===== src/rtl/dsp_pkg.sv =====
// rtl/dsp_pkg.sv - shared DSP instruction format, widths and opcodes
package dsp_pkg;

  localparam int OPCODE_WIDTH      = 6;
  localparam int SAMPLE_ADDR_WIDTH = 10;
  localparam int PARAM_ADDR_WIDTH  = 10;
  localparam int INSTR_WIDTH       = OPCODE_WIDTH + SAMPLE_ADDR_WIDTH + PARAM_ADDR_WIDTH;
  localparam int PROG_ADDR_WIDTH   = 10;
  localparam int PIPE_DEPTH        = 4;

  typedef enum logic [OPCODE_WIDTH-1:0] {
    NOP    = 6'h00,
    MUL    = 6'h01,
    MAC    = 6'h02,
    ROTMAC = 6'h03,
    STORE  = 6'h04,
    IN     = 6'h05,
    OUT    = 6'h06
  } opcode_t;

  typedef struct packed {
    opcode_t                      opcode;
    logic [SAMPLE_ADDR_WIDTH-1:0] sample_addr;
    logic [PARAM_ADDR_WIDTH-1:0]  param_addr;
  } instr_t;

  localparam instr_t NOP_INSTR = '{opcode: NOP, sample_addr: '0, param_addr: '0};

endpackage


===== src/rtl/dsp_sequencer.sv =====
// rtl/dsp_sequencer.sv - per-frame instruction sequencer feeding the DSP core
module dsp_sequencer
  import dsp_pkg::*;
(
  input  logic                       clk,
  input  logic                       reset_n,
  input  logic                       frame_start,
  input  logic [PROG_ADDR_WIDTH-1:0] prog_last_addr,
  output logic [PROG_ADDR_WIDTH-1:0] imem_rd_addr,
  input  logic [INSTR_WIDTH-1:0]     imem_rd_data,
  output logic [INSTR_WIDTH-1:0]     instruction,
  output logic                       busy,
  output logic                       frame_done,
  output logic                       overrun,
  input  logic                       overrun_clear
);

  localparam int CNT_W = $clog2(PIPE_DEPTH + 1);

  typedef enum logic [1:0] {
    ST_IDLE  = 2'd0,
    ST_RUN   = 2'd1,
    ST_DRAIN = 2'd2
  } seq_state_t;

  seq_state_t                 r_state;
  seq_state_t                 w_state_next;
  logic [PROG_ADDR_WIDTH-1:0] r_pc;
  logic [PROG_ADDR_WIDTH-1:0] w_pc_next;
  logic [PROG_ADDR_WIDTH-1:0] r_last;
  logic [PROG_ADDR_WIDTH-1:0] w_last_next;
  logic [CNT_W-1:0]           r_cnt;
  logic [CNT_W-1:0]           w_cnt_next;
  logic                       r_fetch_valid;
  logic                       r_frame_done;
  logic                       w_frame_done_next;
  logic                       r_overrun;
  logic                       w_busy;

  assign w_busy = (r_state != ST_IDLE);

  // State, pc, drain counter and flag registers; reset aborts any frame in flight
  always_ff @(posedge clk) begin
    if (!reset_n) begin
      r_state       <= ST_IDLE;
      r_pc          <= '0;
      r_last        <= '0;
      r_cnt         <= '0;
      r_fetch_valid <= 1'b0;
      r_frame_done  <= 1'b0;
      r_overrun     <= 1'b0;
    end else begin
      r_state       <= w_state_next;
      r_pc          <= w_pc_next;
      r_last        <= w_last_next;
      r_cnt         <= w_cnt_next;
      // Memory data for the address issued in a RUN cycle arrives one cycle later
      r_fetch_valid <= (r_state == ST_RUN);
      r_frame_done  <= w_frame_done_next;
      // A new overrun event takes priority over a simultaneous clear
      if (frame_start && w_busy)
        r_overrun <= 1'b1;
      else if (overrun_clear)
        r_overrun <= 1'b0;
    end
  end

  // Next-state logic: fetch 0..last, then count out the core pipeline before signalling done
  always_comb begin
    w_state_next      = r_state;
    w_pc_next         = r_pc;
    w_last_next       = r_last;
    w_cnt_next        = r_cnt;
    w_frame_done_next = 1'b0;
    case (r_state)
      ST_IDLE: begin
        w_pc_next = '0;
        if (frame_start) begin
          w_last_next  = prog_last_addr;
          w_state_next = ST_RUN;
        end
      end
      ST_RUN: begin
        // Exit on the last address rather than wrapping so a full-memory program ends cleanly
        if (r_pc == r_last) begin
          w_state_next = ST_DRAIN;
          w_cnt_next   = CNT_W'(PIPE_DEPTH);
        end else begin
          w_pc_next = r_pc + 1'b1;
        end
      end
      ST_DRAIN: begin
        if (r_cnt == '0) begin
          w_state_next      = ST_IDLE;
          w_pc_next         = '0;
          w_frame_done_next = 1'b1;
        end else begin
          w_cnt_next = r_cnt - 1'b1;
        end
      end
      default: begin
        w_state_next = ST_IDLE;
        w_pc_next    = '0;
      end
    endcase
  end

  assign imem_rd_addr = r_pc;
  assign instruction  = r_fetch_valid ? imem_rd_data : NOP_INSTR;
  assign busy         = w_busy;
  assign frame_done   = r_frame_done;
  assign overrun      = r_overrun;

endmodule


===== config.mk =====
export PLATFORM = sky130hd
export DESIGN_NAME = dsp_sequencer
export DESIGN_NICKNAME = d
export VERILOG_FILES = /design/src/rtl/dsp_pkg.sv /design/src/rtl/dsp_sequencer.sv
export SDC_FILE = /design/constraint.sdc
export NUM_CORES = 1
export LEC_CHECK = 0
export CORE_MARGIN = 2
export CORE_UTILIZATION = 43
export DETAILED_ROUTE_END_ITERATION = 10
export PLACE_DENSITY = 0.87
export SLEW_MARGIN = 20
export SYNTH_ARGS = -nofsm -noshare
export SYNTH_HDL_FRONTEND = slang
export SYNTH_SLANG_ARGS = --single-unit

===== constraint.sdc =====
create_clock -name clk -period 3.89 [get_ports clk]
set_input_delay 0.778 -clock clk [delete_from_list [all_inputs] [get_ports clk]]
set_output_delay 0.778 -clock clk [all_outputs]
set_load 0.01 [all_outputs]

==> results.md <==
* Most numerous cell in the Yosys netlist: nand2_1
* Commonest cells in the synthesized netlist: nand2_1, and2_1, dfxtp_1
* Area leader, netlist: dfxtp_1
* GRT overflow at 0
* WHS Endpoint: r_cnt[1]
* Maxcap violations at 0
* Status: finished clean
* Pleak at 0.947 nW
* Most common cell on crit path: clkdlybuf4s50_1
* # IOs at 79
* Reg2Reg Depth at 8
* First-pass GRT wire length at 7.06 mm
* Simple-Gate Fraction of Synth Area at 35.9%
* Max VDD drop at 204 uV
* Layout cell share with drive strength beyond 1 at 4.15%
* Skew final at about 12 ps
* Mapped cell area at 1550 um2
* Adder-cell share of the synthesized area at 2.43%
* Drt drc at 0
* Hold-fix buffers, CTS at 0
* Post_cts resized at 0
* Syn_nets at 231
* Remaining antenna violation count at 0
* Final worst slack at approximately 1200 ps
* Pre-CTS setup slack at between 1000 and 1500 ps
* Starting Density at 45.7%
* Worst Hold Path Cells at 2
* Largest net degree at the start of global routing at 27
* Largest family of logic cells by synthesized area: simple AND/OR/NAND/NOR gates
* Overall power at 0.700 mW
* CP Launch Type: input port
* CTS Buf Count at 3
* Gr usage total at 21.5%
* Max Root-Sink Buffers at 2
* Primary FF master, synth: dfxtp_1
* Synth Area in Compound Gates at 15.9%
* Initial DRC Count at 38
* CTS tree: yes
* Root Driver: clkbuf_4
* Crit-path slowest cell: clkdlybuf4s50_1
* Post-Syn Area per Cell at 8.23 um2
* Worst Hold Launch: r_cnt[1]
* Core Box Area at 3390 um2
* Util after Layout at approximately 71%
* WL/cell at 13.4 um
* Mux cell area share after synthesis at 0%
* # rows at 21
* Ordered cell list for the critical path: clkdlybuf4s50_1 -> and2_1 -> clkdlybuf4s50_1
* Vias/cell at 5.21
* Non-Filler Instances at slightly above 300
* Final min period at 2680 ps
* Crit path DAT at 1910 ps
* Peak per-stage delay on the critical path at 540 ps
* Filler cells at approximately 280
* WS Path Type: in -> out
* Input/output buffers at between 70 and 80
* Ant diodes at 0
* CP Capture Type: output port
* Reg clk slew, reported paths at 140 ps
* Routed WL at between 4 and 5 mm
* Global placer's final weighted congestion at 0.901
* Number of global-route vias before repair at about 1.6k
* DIE AREA at 4100 um2
* Area grow syn2layout at 56.1%
* Fin. max-slew vios at 0
* R2R Path End: imem_rd_addr[7]
* Critical path fanouts, max at 1
* Synth warn at 0
* Post-synth EDFFs at 0
* Number of setup buffers added after CTS at 0
* Register Area at 561 um2
* Total Neg Setup Slack at 0 ps
* Initial antenna violation count at 0
* Req. time, crit path at slightly above 3000 ps
* Xor and xnor area share after synthesis at ~5.7%
* Max-slew headroom at 63.2%
* Flops & latches, synth at 28
* Worst-Margin Slew at 551 ps
* NumNets Final at 309
* Reg2reg setup slack at 1930 ps
* DRT Pass-1 Iters at 4
* Fmax at 373 MHz
* Final Hold Fails at 0
* Pwr/cell area at 290 nW/um2
* Distinct cells, synth at 39
* Multi-input combinational cell area at 927 um2
* Sequential fraction of the synthesis area at 36.2%
* RSZ-0062 raised after global routing: false
* Placed insts at 307
* Detail Placement HPWL at 3.26 mm
* Vias at 1619
* Reg2reg start: r_cnt[0]
* Synth Instances at 188
* Htree depth at 1
* Asr flop ratio synth at 0%
* Top cell type's share of synthesized area at 36.2%
* HP Class: reg -> reg
* Die Wd at 64.0 um
* Setup violators final at 0
* Final worst path period share at 69.0%
* Top post-synthesis cells by area: dfxtp_1, and2_1, nand2_1
* Die H at 64.0 um
* CTS Sinks at 28
* Clock Latency Late Sink at 340 ps
layout by cell type (no fill, tap or decap), drive strengths merged, types with 3 or more instances in the layout:
cell type,count
inv,8
nand3,6
ha,3
clkbuf,3
clkdlybuf4s50,78
nor3,4
a21boi,11
or4,3
o211ai,6
and2,30
dfxtp,28
nand2,35
a21oi,3
xor2,10
nor2,5
o21ai,5
cell type report:
class	instances	share of cell area, %
Tap cell	46	2.38
Clock buffer	3	0.932
Multi-Input combinational cell	146	38.4
Inverter	8	1.24
Clock inverter	1	1.24
Timing Repair Buffer	79	32.6
Sequential cell	28	23.2
cell families (layout without fill, tap and decap cells):
| family | count (synthesis) | in the layout |
|---|---|---|
| AO/OA/AOI/OAI | 34 | 34 |
| XOR/XNOR | 10 | 10 |
| AND/OR/NAND/NOR | 99 | 99 |
| adder cells (fa/ha/maj) | 3 | 3 |
| flip-flops | 28 | 28 |
| buffers and inverters | 14 | 91 |
state kept, by name, summed over array words and instances (netlist names):
signal	flops
frame_done	1
imem_rd_addr	10
overrun	1
r_cnt	3
r_fetch_valid	1
r_last	10
r_state	2
where the power goes:
group          switching (mW)  internal (mW)
Combinational          0.0819          0.104
Clock                  0.0889          0.104
Sequential             0.0186          0.303
Total                   0.189          0.511
critical path, delay by kind of cell:
family,cells,cell delay [ps]
buf+inv,2,990
simple gates,1,140
layer usage:
| layer | share of wire (%) | wire, um | global-route usage, % | vias to the layer above |
|---|---|---|---|---|
| met5 | 0 | 0 | 0 | - |
| met4 | 1.5 | 63 | 7.61 | 0 |
| met3 | 10 | 422 | 4.40 | 7 |
| met2 | 49 | 2040 | 38.9 | 90 |
| met1 | 39 | 1650 | 24.8 | 722 |
| li1 | - | - | - | 800 |
worst max path at each step:
stage / from / to / slack, ps / depth (start not counted)
2_1_floorplan: imem_rd_data[0] / instruction[0] / 2170 / 1
3_3_place_gp: imem_rd_data[3] / instruction[3] / 1190 / 3
3_5_place_dp: imem_rd_data[3] / instruction[3] / 1200 / 3
4_1_cts: imem_rd_data[3] / instruction[3] / 1190 / 3
5_1_grt: r_fetch_valid / instruction[25] / 1120 / 2
6_report: imem_rd_data[3] / instruction[3] / 1210 / 3
through the flow:
step | hold WS [ps] | cell area (um2)
2_1_floorplan | 446 | 1550
3_3_place_gp | 454 | 2360
3_5_place_dp | 467 | 2360
4_1_cts | 486 | 2420
5_1_grt | 508 | 2420
6_report | 480 | 2420
(Power assumes the default switching activity.)
==> edit, RTL diff (same flow settings) <==
Change the package constant `PROG_ADDR_WIDTH` from 10 to 11.
--- a/src/rtl/dsp_pkg.sv
+++ b/src/rtl/dsp_pkg.sv
@@ -5,7 +5,7 @@
   localparam int SAMPLE_ADDR_WIDTH = 10;
   localparam int PARAM_ADDR_WIDTH  = 10;
   localparam int INSTR_WIDTH       = OPCODE_WIDTH + SAMPLE_ADDR_WIDTH + PARAM_ADDR_WIDTH;
-  localparam int PROG_ADDR_WIDTH   = 10;
+  localparam int PROG_ADDR_WIDTH   = 11;
   localparam int PIPE_DEPTH        = 4;
 
   typedef enum logic [OPCODE_WIDTH-1:0] {
Ports: changed (resized imem_rd_addr and prog_last_addr); port bits go from 79 to 81. No check against the original RTL was run, so the function may have changed too.
==> edit against the original RTL <==
- maximum frequency decreased by 0.50%
- register-to-register slack got worse by 180 ps
- wire length is 3.7% lower
- area after synthesis is 6.1% higher
- power increased by 9.1%
- worst setup slack worse by 14 ps
- sequential cell count increased by 2
- cell area is 5.2% higher
- sequential share of layout area up 0.42 points
- sequential power increased by 6%
==> edit: results (changes against the original RTL) <==
CP startpoint=imem_rd_data[23]; Lkg Pwr=0.919 nW (-2.9%); Post-synth top cells=nand2_1, dfxtp_1, and2_1, a21boi_0, xnor2_1; Routed WL per cell=12.3 um (-8.2%); sequential-to-total area share from yosys stat=0.366 (+0.00341); largest net degree at the start of global routing=27 (unchanged); syn avg cell area=8.17 um2 (-0.72%); Max-slew headroom=0.367 (-0.265); 1st-iter DRT viols=37 (-2.6%); DR vias/cell=5.04 (-3.1%); Sw Share=0.267 (-0.00403); Placed Cells=318 (+3.6%); gpl congestion=0.840 (-6.7%); Fillers=295 (+4.6%); first-pass GRT wire length=6.96 mm (-1.4%); dominant cells by area after synthesis=dfxtp_1, and2_1, nand2_1, xnor2_1, a21boi_0; Post-DP HPWL=3.19 mm (-2.0%); Post-synth ARST share=0 (unchanged); vias in the first global route=1506 (-2.9%); Critical R2R Launch=imem_rd_addr[0]; Synth Area in Adders=0.0228 (-0.00140); Num CTS Buffers=5 (+2); Routed WL=4.02 mm (-3.7%); layout cells sized above 1=0.0576 (+0.0160); Tot GR Track Use=0.210 (-0.00496); type of the worst min-delay path=register to register; root buffer cell=clkbuf_8; Port Buffers=80 (+2.6%); Compound-Gate Fraction of Synth Area=0.167 (+0.00754); run status=complete, no violations; H-tree levels=2 (+1); proportion of synthesized area in mux cells=0 (unchanged); Peak VDD IR=0.000316 V (+55%); net count after synthesis=245 (+6.1%); number of distinct library cells after synthesis=37 (-5.1%); Clock Pin Slew Worst Setup and Hold Paths=60 ps (-80 ps); XOR/XNOR share of the synthesized area=0.0586 (+0.00206)
[edit: worst max-delay path: stages]
cell             delay [ps]
clkdlybuf4s50_1         460
and2_1                  140
clkdlybuf4s50_1         540
[edit: power by group through the flow]
stage	registers, W	logic, W	clock network, W
after floorplan	0.000339	0.0000931	0
after global placement	0.000345	0.000164	0
after detailed placement	0.000346	0.000168	0
after CTS	0.000339	0.000168	0.000263
after global routing	0.000342	0.000185	0.000278
final	0.000339	0.000166	0.000259
[edit: routing by layer]
metal | vias up | GRT usage | part of all wire
li1 | 851 | - | -
met2 | 69 | 0.355 | 0.48
met1 | 718 | 0.232 | 0.38
met4 | 0 | 0.0677 | 0.013
met5 | - | 0 | 0
met3 | 6 | 0.0988 | 0.13
[edit: worst paths after layout]
path / to / slack, ps / cells after the start
max reg2reg: r_cnt[1] / 1750 / 5
min: r_cnt[1] / 460 / 2
max: instruction[23] / 1190 / 3
min reg2reg: r_cnt[1] / 460 / 2
[edit: per-stage QoR]
step	total power (W)	hold slack, ps	worst slack (ps)	utilization	instance area [um2]
after floorplan	0.000432	435	2170	-	1640
after global placement	0.000509	445	1130	0.670	2450
after detailed placement	0.000513	454	1090	0.670	2450
after CTS	0.000770	465	1170	0.694	2540
after global routing	0.000806	472	1160	0.694	2540
final	0.000764	462	1190	0.694	2540
[edit: layout make-up]
| type | instances | area share |
|---|---|---|
| multi-input combinational | 152 | 0.377 |
| timing repair buffer | 80 | 0.315 |
| sequential | 30 | 0.236 |
| clock buffer | 7 | 0.0340 |
| tap | 48 | 0.0236 |
| inverter | 8 | 0.0118 |
| clock inverter | 1 | 0.00197 |
